==> config.mk <==
export PLATFORM = sky130hd
export DESIGN_NAME = key_matrix_scan_flat
export DESIGN_NICKNAME = d
export VERILOG_FILES = /design/src/rtl/key_matrix_scan_if.sv /design/src/rtl/key_matrix_scan.sv /design/src/flat_wrapper.sv
export SDC_FILE = /design/constraint.sdc
export NUM_CORES = 1
export LEC_CHECK = 0
export ABC_AREA = 1
export ABC_CLOCK_PERIOD_IN_PS = 17120
export BUFFER_PORTS_ARGS = -buffer_cell sky130_fd_sc_hd__buf_2
export CORE_ASPECT_RATIO = 1.5
export CORE_MARGIN = 2
export CORE_UTILIZATION = 60
export CTS_BUF_LIST = sky130_fd_sc_hd__clkbuf_8
export CTS_CLUSTER_SIZE = 24
export DETAILED_ROUTE_END_ITERATION = 7
export PLACE_DENSITY = 0.84
export SYNTH_ARGS = -nofsm -noshare
export SYNTH_HDL_FRONTEND = slang
export SYNTH_SLANG_ARGS = --single-unit
==> constraint.sdc <==
create_clock -name clk -period 17.12 [get_ports clk]
set_clock_uncertainty 0.15 [all_clocks]
set_input_delay 3.424 -clock clk [delete_from_list [all_inputs] [get_ports clk]]
set_output_delay 3.424 -clock clk [all_outputs]
set_load 0.02 [all_outputs]
==> src/rtl/key_matrix_scan_if.sv <==
// Key event handshake bundle between the keypad scanner (master) and its consumer (slave).
interface key_matrix_scan_if;
  logic [3:0] key_code;
  logic       key_valid;
  logic       key_ack;
  logic       key_down;
  logic       key_ovf;

  modport master (output key_code, key_valid, key_down, key_ovf, input key_ack);
  modport slave  (input key_code, key_valid, key_down, key_ovf, output key_ack);
endinterface

==> src/rtl/key_matrix_scan.sv <==
// 4x4 active-low keypad scanner: column strobe, frame debounce, valid/ack press events.
// Optional auto-repeat of a held key is enabled by defining KEY_REPEAT_EN.
module key_matrix_scan #(
  parameter int unsigned F_CLK                = 50000000,
  parameter int unsigned F_SCAN               = 1000,
  parameter int unsigned DEBOUNCE_FRAMES      = 5,
  parameter int unsigned REPEAT_DELAY_FRAMES  = 125,
  parameter int unsigned REPEAT_PERIOD_FRAMES = 25
) (
  input  logic              clk,
  input  logic              rst,
  input  logic [3:0]        row_in,
  output logic [3:0]        col_out,
  key_matrix_scan_if.master key_if
);

  localparam int unsigned DIV     = F_CLK / F_SCAN;
  localparam int unsigned TW      = (DIV > 1) ? $clog2(DIV) : 1;
  localparam int unsigned CNT_MAX = (DEBOUNCE_FRAMES > REPEAT_DELAY_FRAMES) ?
                                    DEBOUNCE_FRAMES : REPEAT_DELAY_FRAMES;
  localparam int unsigned CW      = $clog2(CNT_MAX + 1);

  if (DIV < 2 || DEBOUNCE_FRAMES == 0 || REPEAT_DELAY_FRAMES == 0 || REPEAT_PERIOD_FRAMES == 0)
  begin : g_cfg_chk
    $error("key_matrix_scan: invalid parameter set");
  end

  typedef enum logic [1:0] {S_IDLE, S_DEB_PRESS, S_HELD, S_DEB_REL} state_t;

  logic [3:0]    row_meta_q, row_sync_q;
  logic [TW-1:0] tick_cnt_q;
  logic          tick_c;
  logic [1:0]    col_q, col_nxt_c;
  logic [3:0]    col_out_q;
  logic [15:0]   frame_q, frame_d;
  logic          eval_q;
  logic [4:0]    ones_c;
  logic [3:0]    c_code_c;
  logic          c_key_c;
  state_t        state_q;
  logic [3:0]    cand_q;
  logic [CW-1:0] cnt_q, cnt_inc_c;
  logic          deb_done_c;
  logic          key_down_q;
  logic          press_evt_c;
  logic [3:0]    key_code_q;
  logic          key_valid_q, key_ovf_q;

  // Row synchronizer; idle rows read as released
  always_ff @(posedge clk or posedge rst) begin
    if (rst) begin
      row_meta_q <= '1;
      row_sync_q <= '1;
    end else begin
      row_meta_q <= row_in;
      row_sync_q <= row_meta_q;
    end
  end

  assign tick_c    = (tick_cnt_q == TW'(DIV - 1));
  assign col_nxt_c = col_q + 2'd1;

  // Frame map bit index is row*4+col, so a single set bit is directly the key code
  always_comb begin
    frame_d = frame_q;
    for (int r = 0; r < 4; r++) frame_d[{2'(r), col_q}] = ~row_sync_q[r];
  end

  always_ff @(posedge clk or posedge rst) begin
    if (rst) begin
      tick_cnt_q <= '0;
      col_q      <= 2'd0;
      col_out_q  <= 4'b1110;
      frame_q    <= '0;
      eval_q     <= 1'b0;
    end else begin
      tick_cnt_q <= tick_c ? '0 : tick_cnt_q + TW'(1);
      eval_q     <= tick_c && (col_q == 2'd3);
      if (tick_c) begin
        frame_q   <= frame_d;
        col_q     <= col_nxt_c;
        col_out_q <= ~(4'b0001 << col_nxt_c);
      end
    end
  end

  // Frame candidate: valid only when exactly one key is seen
  always_comb begin
    ones_c   = '0;
    c_code_c = '0;
    for (int i = 0; i < 16; i++) begin
      if (frame_q[i]) begin
        ones_c   = ones_c + 5'd1;
        c_code_c = 4'(i);
      end
    end
  end
  assign c_key_c = (ones_c == 5'd1);

  assign cnt_inc_c  = (cnt_q == CW'(CNT_MAX)) ? cnt_q : cnt_q + CW'(1);
  assign deb_done_c = (cnt_inc_c >= CW'(DEBOUNCE_FRAMES));

`ifdef KEY_REPEAT_EN
  localparam int unsigned RPT_MAX = (REPEAT_DELAY_FRAMES > REPEAT_PERIOD_FRAMES) ?
                                    REPEAT_DELAY_FRAMES : REPEAT_PERIOD_FRAMES;
  localparam int unsigned RW      = $clog2(RPT_MAX + 1);

  logic [RW-1:0] rpt_cnt_q, rpt_inc_c;
  logic          rpt_first_q, rpt_hit_c;

  assign rpt_inc_c = rpt_cnt_q + RW'(1);
  assign rpt_hit_c = (rpt_inc_c == (rpt_first_q ? RW'(REPEAT_DELAY_FRAMES) : RW'(REPEAT_PERIOD_FRAMES)));

  // Restarts on entry from debounce; frozen while in release debounce
  always_ff @(posedge clk or posedge rst) begin
    if (rst) begin
      rpt_cnt_q   <= '0;
      rpt_first_q <= 1'b1;
    end else if (eval_q) begin
      if (state_q == S_DEB_PRESS) begin
        rpt_cnt_q   <= '0;
        rpt_first_q <= 1'b1;
      end else if (state_q == S_HELD && c_key_c) begin
        if (rpt_hit_c) begin
          rpt_cnt_q   <= '0;
          rpt_first_q <= 1'b0;
        end else begin
          rpt_cnt_q <= rpt_inc_c;
        end
      end
    end
  end
`endif

  always_comb begin
    press_evt_c = 1'b0;
    if (eval_q) begin
      case (state_q)
        S_DEB_PRESS: press_evt_c = c_key_c && (c_code_c == cand_q) && deb_done_c;
`ifdef KEY_REPEAT_EN
        S_HELD:      press_evt_c = c_key_c && rpt_hit_c;
`endif
        default:     press_evt_c = 1'b0;
      endcase
    end
  end

  // Debounce FSM, advanced once per frame
  always_ff @(posedge clk or posedge rst) begin
    if (rst) begin
      state_q    <= S_IDLE;
      cand_q     <= '0;
      cnt_q      <= '0;
      key_down_q <= 1'b0;
    end else if (eval_q) begin
      case (state_q)
        S_IDLE: begin
          if (c_key_c) begin
            cand_q  <= c_code_c;
            cnt_q   <= CW'(1);
            state_q <= S_DEB_PRESS;
          end
        end
        S_DEB_PRESS: begin
          if (c_key_c && (c_code_c == cand_q)) begin
            cnt_q <= cnt_inc_c;
            if (deb_done_c) begin
              state_q    <= S_HELD;
              key_down_q <= 1'b1;
            end
          end else begin
            state_q <= S_IDLE;
          end
        end
        S_HELD: begin
          if (!c_key_c) begin
            cnt_q   <= CW'(1);
            state_q <= S_DEB_REL;
          end
        end
        S_DEB_REL: begin
          if (!c_key_c) begin
            cnt_q <= cnt_inc_c;
            if (deb_done_c) begin
              state_q    <= S_IDLE;
              key_down_q <= 1'b0;
            end
          end else begin
            state_q <= S_HELD;
          end
        end
        default: state_q <= S_IDLE;
      endcase
    end
  end

  // Event register; an ack in the same cycle frees the slot for a new event
  always_ff @(posedge clk or posedge rst) begin
    if (rst) begin
      key_code_q  <= '0;
      key_valid_q <= 1'b0;
      key_ovf_q   <= 1'b0;
    end else if (press_evt_c) begin
      if (!key_valid_q || key_if.key_ack) begin
        key_code_q  <= cand_q;
        key_valid_q <= 1'b1;
        key_ovf_q   <= 1'b0;
      end else begin
        key_ovf_q <= 1'b1;
      end
    end else if (key_valid_q && key_if.key_ack) begin
      key_valid_q <= 1'b0;
      key_ovf_q   <= 1'b0;
    end
  end

  assign col_out          = col_out_q;
  assign key_if.key_code  = key_code_q;
  assign key_if.key_valid = key_valid_q;
  assign key_if.key_down  = key_down_q;
  assign key_if.key_ovf   = key_ovf_q;

endmodule

==> src/flat_wrapper.sv <==
// flat-port wrapper written by rule: the top's interface ports become plain ports
module key_matrix_scan_flat 
#(
  parameter int unsigned F_CLK                = 50000000,
  parameter int unsigned F_SCAN               = 1000,
  parameter int unsigned DEBOUNCE_FRAMES      = 5,
  parameter int unsigned REPEAT_DELAY_FRAMES  = 125,
  parameter int unsigned REPEAT_PERIOD_FRAMES = 25
)
  (clk, rst, row_in, col_out, key_if_key_code, key_if_key_valid, key_if_key_down, key_if_key_ovf, key_if_key_ack);
  key_matrix_scan_if key_if_i ();
  input  logic clk;
  input  logic rst;
  input  logic [3:0] row_in;
  output logic [3:0] col_out;
  output wire logic [$bits(key_if_i.key_code)-1:0] key_if_key_code;
  output wire logic [$bits(key_if_i.key_valid)-1:0] key_if_key_valid;
  output wire logic [$bits(key_if_i.key_down)-1:0] key_if_key_down;
  output wire logic [$bits(key_if_i.key_ovf)-1:0] key_if_key_ovf;
  input wire logic [$bits(key_if_i.key_ack)-1:0] key_if_key_ack;
  assign key_if_key_code = key_if_i.key_code;
  assign key_if_key_valid = key_if_i.key_valid;
  assign key_if_key_down = key_if_i.key_down;
  assign key_if_key_ovf = key_if_i.key_ovf;
  assign key_if_i.key_ack = key_if_key_ack;
  key_matrix_scan #(.F_CLK(F_CLK), .F_SCAN(F_SCAN), .DEBOUNCE_FRAMES(DEBOUNCE_FRAMES), .REPEAT_DELAY_FRAMES(REPEAT_DELAY_FRAMES), .REPEAT_PERIOD_FRAMES(REPEAT_PERIOD_FRAMES)) u_core (.clk(clk), .rst(rst), .row_in(row_in), .col_out(col_out), .key_if(key_if_i));
endmodule
## After elaboration in Yosys (flattened, before gate mapping)

Index checks and enable logic that the tools add are counted.

| operators by class | value |
|---|---|
| add/subtract/negate cells | 18 |
| $lt $le $gt $ge | 9 |
| equality and inequality tests | 17 |
| shift operators | 1 |
| muxes and demuxes | 69 |
| bitwise operators | 5 |
| reductions and logical operators | 19 |

Operators with widths:

| operator | count |
|---|---|
| $mux 5 | 15 |
| $add 5x1->5 const B | 14 |
| $bwmux 16 | 4 |
| $mux 7 | 5 |
| $mux 4 | 8 |
| $pmux 7 s4 | 1 |
| $mux 1 | 17 |
| $add 16x1->16 const B | 1 |
| $eq 16x16->1 const B | 1 |
| $mux 16 | 1 |
| $mux 2 | 8 |
| $mux 3 | 4 |
| $lt 4x5->1 const B | 2 |
| $reduce_and 5->1 | 2 |
| $demux 1 s2 | 4 |
| $ge 4x1->1 const B | 2 |
| $logic_and 1x1->1 | 8 |
| $ne 2x1->1 const B | 4 |
| $pmux 2 s4 | 1 |
| $add 7x1->7 const B | 1 |
| $eq 7x7->1 const B | 1 |
| $ge 7x3->1 const B | 1 |
| $eq 2x2->1 const B | 3 |
| $ne 2x2->1 const B | 3 |
| 22 further kinds | 27 |

| storage, ports and cells | value |
|---|---|
| flip-flop bits (word level) | 67 |
| bits of input ports | 7 |
| output and inout bits | 11 |

## Depth between registers and ports, before layout

| logic depth | value |
|---|---|
| word-level depth | 38 |
| depth in mapped cells | 59 |
| gate-level depth less buffers | 59 |

## Worst setup path after synthesis

No wires, ideal clock.

| path | value |
|---|---|
| kind | register to register |
| from | register u_core.frame_q[0] |
| to | register u_core.cnt_q[0] |
| setup time | 0.117 ns |
| arrival | 8.080 ns |
| data required time | 16.853 ns |
| setup slack | 8.773 ns |
| cell stages (with the launch flop) | 57 |
| cell sequence | dfrtp_1 -> inv_1 -> ha_1 -> inv_1 -> nand2_4 -> nand2_2 -> inv_1 -> ha_1 -> nand2_1 -> nand2_1 -> ha_1 -> or2_1 -> nand2_1 -> inv_1 -> ha_1 -> nand2_1 -> nand2_2 -> ha_1 -> (+21 left out) -> inv_1 -> ha_1 -> nand2_1 -> nand2_1 -> ha_1 -> or2_2 -> nand2_1 -> inv_1 -> ha_1 -> or2_2 -> nand2_1 -> nand3_2 -> nor2_8 -> nand3_1 -> nand2_4 -> nand3_4 -> nand2_1 -> nand2_1 |

| on the way | value |
|---|---|
| word-level cells in the longest chain between the ends | 35 |
| elaborated cells on any way between the ends | 38 |

Ends and longest elaborated chain:

| element | RTL line | text |
|---|---|---|
| start: declaration | key_matrix_scan.sv:35 | `logic [15:0] frame_q, frame_d;` |
| start signal: assignment | key_matrix_scan.sv:80 | `frame_q <= frame_d;` |
| $mux 1 * | key_matrix_scan.sv:92 | `if (frame_q[i]) begin` |
| $add 1x1->2 | key_matrix_scan.sv:93 | `ones_c = ones_c + 5'd1;` |
| $mux 5 * | key_matrix_scan.sv:92 |  |
| $add 5x1->5 | key_matrix_scan.sv:93 |  |
| $mux 5 * | key_matrix_scan.sv:92 |  |
| $add 5x1->5 | key_matrix_scan.sv:93 |  |
| $mux 5 * | key_matrix_scan.sv:92 |  |
| $add 5x1->5 | key_matrix_scan.sv:93 |  |
| (+19 left out) | -- |  |
| $add 5x1->5 | key_matrix_scan.sv:93 |  |
| $mux 5 * | key_matrix_scan.sv:92 |  |
| $add 5x1->5 | key_matrix_scan.sv:93 |  |
| $mux 5 * | key_matrix_scan.sv:92 |  |
| $eq 5x1->1 * | key_matrix_scan.sv:98 | `assign c_key_c = (ones_c == 5'd1);` |
| $logic_and 1x1->1 | key_matrix_scan.sv:165 | `if (c_key_c && (c_code_c == cand_q)) begin` |
| $ne 2x1->1 (no source line) | -- |  |
| $reduce_and 5->1 (no source line) * | -- |  |
| end signal: assignment | key_matrix_scan.sv:166 | `cnt_q <= cnt_inc_c;` |
| end signal: assignment | key_matrix_scan.sv:183 | `cnt_q <= cnt_inc_c;` |
| end: declaration | key_matrix_scan.sv:42 | `logic [CW-1:0] cnt_q, cnt_inc_c;` |

Mark *: on every way between the ends. The rest lies on a longest branch, timed or not.
A chain may end at the register's enable or synchronous reset.

## Final worst setup path

Same ends and word-level chain as after synthesis.

==> metrics.txt <==
outcome=complete, no violations; Post-synth top cells=nand2_1, inv_1, dfrtp_1, nor2_1, nand3_1; minimum period implied by the final worst setup slack=9.05 ns; Die Area=between 9000 and 10,000 um2; unrepaired setup endpoints after global routing=false; number of global-route vias before repair=approximately 4,300; slew margin rel.=45.6%; Post-DRT Antenna Nets=0; Yosys top cell by area=dfrtp_1; max cap viols=0; Fillers=714; post-DR wirelength/cell=11.5 um; P&R area growth vs syn=8.38%; share of flip-flops with an asynchronous set or reset=100%; cts hold-fix bufs=0; post-synthesis sequential area ratio=33.4%; final hold vios=0; setup tns final=0 ns; Core ar.=8310 um2; Post-CTS Resized=0; # clock sinks=67; Yosys top cell area share=27.7%; WP data arrival=9.14 ns; grt ovf=0; most numerous cell in the Yosys netlist=nand2_1; clk root buf=clkbuf_8; WP data required=17.21 ns; EDFF count, synth=0; VDD IR max=0.0726 mV; GRT Total Usage=23.2%; synth warn=0; H-Tree Depth=3; die height=116 um; DRC=0; Post-synth top flop=dfrtp_1; Max Transition Viols Final=0; initial antenna violation count=0; GPL Wtd Cong=0.851; CTS Buf Count=9; Synth Instances=703; CP max-delay cell=dfrtp_1; drt initial violations=163; period utilization=52.8%; FF+latch count, synth=67; CP startpoint kind=flip-flop; final setup fails=0; syn nets=approximately 730; Worst Hold Class=flip-flop to flip-flop; worst setup margin=approximately 8.1 ns; WL final=a little under 10,000 um; Mean Syn Cell Area=7.20 um2; clk slew on worst S/H paths=0.07 ns; TritonRoute pass-1 iters=4; Max clock buf depth=2; Synth cell types=45; Slew @ Worst Pin=around 0.82 ns; proportion of layout cells with a drive suffix above 1=roughly a fifth; max incr delay on CP=roughly 0.37 ns; ranking of synthesized cells by area=dfrtp_1, nand2_1, inv_1; diode count=0; worst-path fanout max=10; I/O Pins=18; DP Wirelength=roughly 7500 um; Row Count=41; cell repeated most along the worst path=nand2_1; Mapped Area=roughly 5100 um2; port bufs=17; Leak=3.07 nW; DP Worst Slack=between 8 and 9 ns; Fmax=111 MHz; Initial Util=60.9%; die width=79.0 um; Power Density=55.0 nW/um2; CTS tree=built; largest net degree at the start of global routing=68; Post-CTS Setup Inserts=0; worst skew pair latency=0.35 ns; vias per cell=5.21; first-pass GRT wire length=roughly 17,000 um; via count of the routed design=4,381; CP Capture Type=flip-flop; critical path start-end classification=flip-flop to flip-flop; layout net count=758
-- per-stage QoR --
stage / power (mW) / utilization, % / std cells / instance area [um2] / hold WS [ns]
floorplan: 0.166 / - / 703 / 5060 / 0.195
global placement: 0.167 / 63.4 / 825 / 5270 / 0.196
detailed placement: 0.168 / 63.4 / 825 / 5270 / 0.197
CTS: 0.304 / 66.0 / 841 / 5480 / 0.204
global route: 0.310 / 66.0 / 841 / 5480 / 0.208
finish: 0.302 / 66.0 / 841 / 5480 / 0.206
-- area by class of cell --
type / instances / area, um2 / share of cell area, %
timing repair buffer: 18 / 92.6 / 1.69
clock inverter: 5 / 60.1 / 1.10
sequential: 67 / 1690 / 30.8
multi-input combinational: 508 / 2880 / 52.6
inverter: 125 / 472 / 8.60
tap: 107 / 134 / 2.44
clock buffer: 11 / 151 / 2.76
-- metal layers --
| metal | vias up | GRT usage [%] | part of all wire [%] |
|---|---|---|---|
| li1 | 2269 | - | - |
| met1 | 2032 | 24.1 | 40 |
| met2 | 56 | 44.8 | 56 |
| met3 | 24 | 2.94 | 2.0 |
| met4 | 0 | 12.1 | 2.7 |
| met5 | - | 0 | 0 |
-- placed cells by master, fill, tap and decap left out, types with 6 or more instances in the layout --
cell type and n:
nand2_1 190, inv_1 112, dfrtp_1 56, nor2_1 52
nand3_1 49, nand2_2 42, o21ai_0 32, ha_1 22
a21oi_1 18, buf_2 17, nand3_2 15, nand2_4 14
nand4_1 11, clkbuf_8 11, dfstp_2 11, inv_2 8
nand3b_1 7, xor2_1 6
-- power by group --
part	leakage [nW]	switching (mW)	internal, mW	total [mW]
Combinational	2.08	0.00317	0.000648	0.00382
Sequential	0.883	0.000547	0.160	0.161
Clock	0.106	0.0615	0.0756	0.137
-- final timing paths --
kind,start,endpoint,slack (ns),cells past startpoint
hold reg to reg,u_core.row_meta_q[0],u_core.row_sync_q[0],0.21,0
setup / recovery,u_core.frame_q[0],u_core.cnt_q[0],8.07,56
min in group asynchronous,rst,u_core.tick_cnt_q[1],3.16,3
setup reg to reg,u_core.frame_q[0],u_core.cnt_q[0],8.07,56
hold / removal,u_core.row_meta_q[0],u_core.row_sync_q[0],0.21,0
max in group asynchronous,rst,u_core.tick_cnt_q[10],13.13,3
-- worst max-delay path, delay by kind of cell (launching register included) --
family,cells,cell delay (ns)
adder cells (fa/ha/maj),14,3.84
AND/OR/NAND/NOR,34,3.93
AO/OA/AOI/OAI,1,0.19
buffers and inverters,7,0.43
flip-flops,1,0.37
-- kinds of logic after synthesis --
logic type	share of synthesized area (%)
AOI/OAI and AO/OA	7.91
xor gates and xnor gates	1.38
adders and majority gates	5.44
buffers and inverters	9.59
DFF	33.4
and+or+nand+nor	42.3
-- registers in the layout, summed over array words and instances (netlist names) --
register and cells:
u_core.key_if.key_valid 1, u_core.key_if.key_down 1, u_core.frame_q 16, u_core.cand_q 4, u_core.col_q 2, u_core.row_meta_q 4, u_core.row_sync_q 4, u_core.state_q 2
u_core.col_out 4, u_core.cnt_q 7, u_core.tick_cnt_q 16, u_core.eval_q 1, u_core.key_if.key_code 4, u_core.key_if.key_ovf 1
No activity file was read; power rests on OpenSTA's default activity.
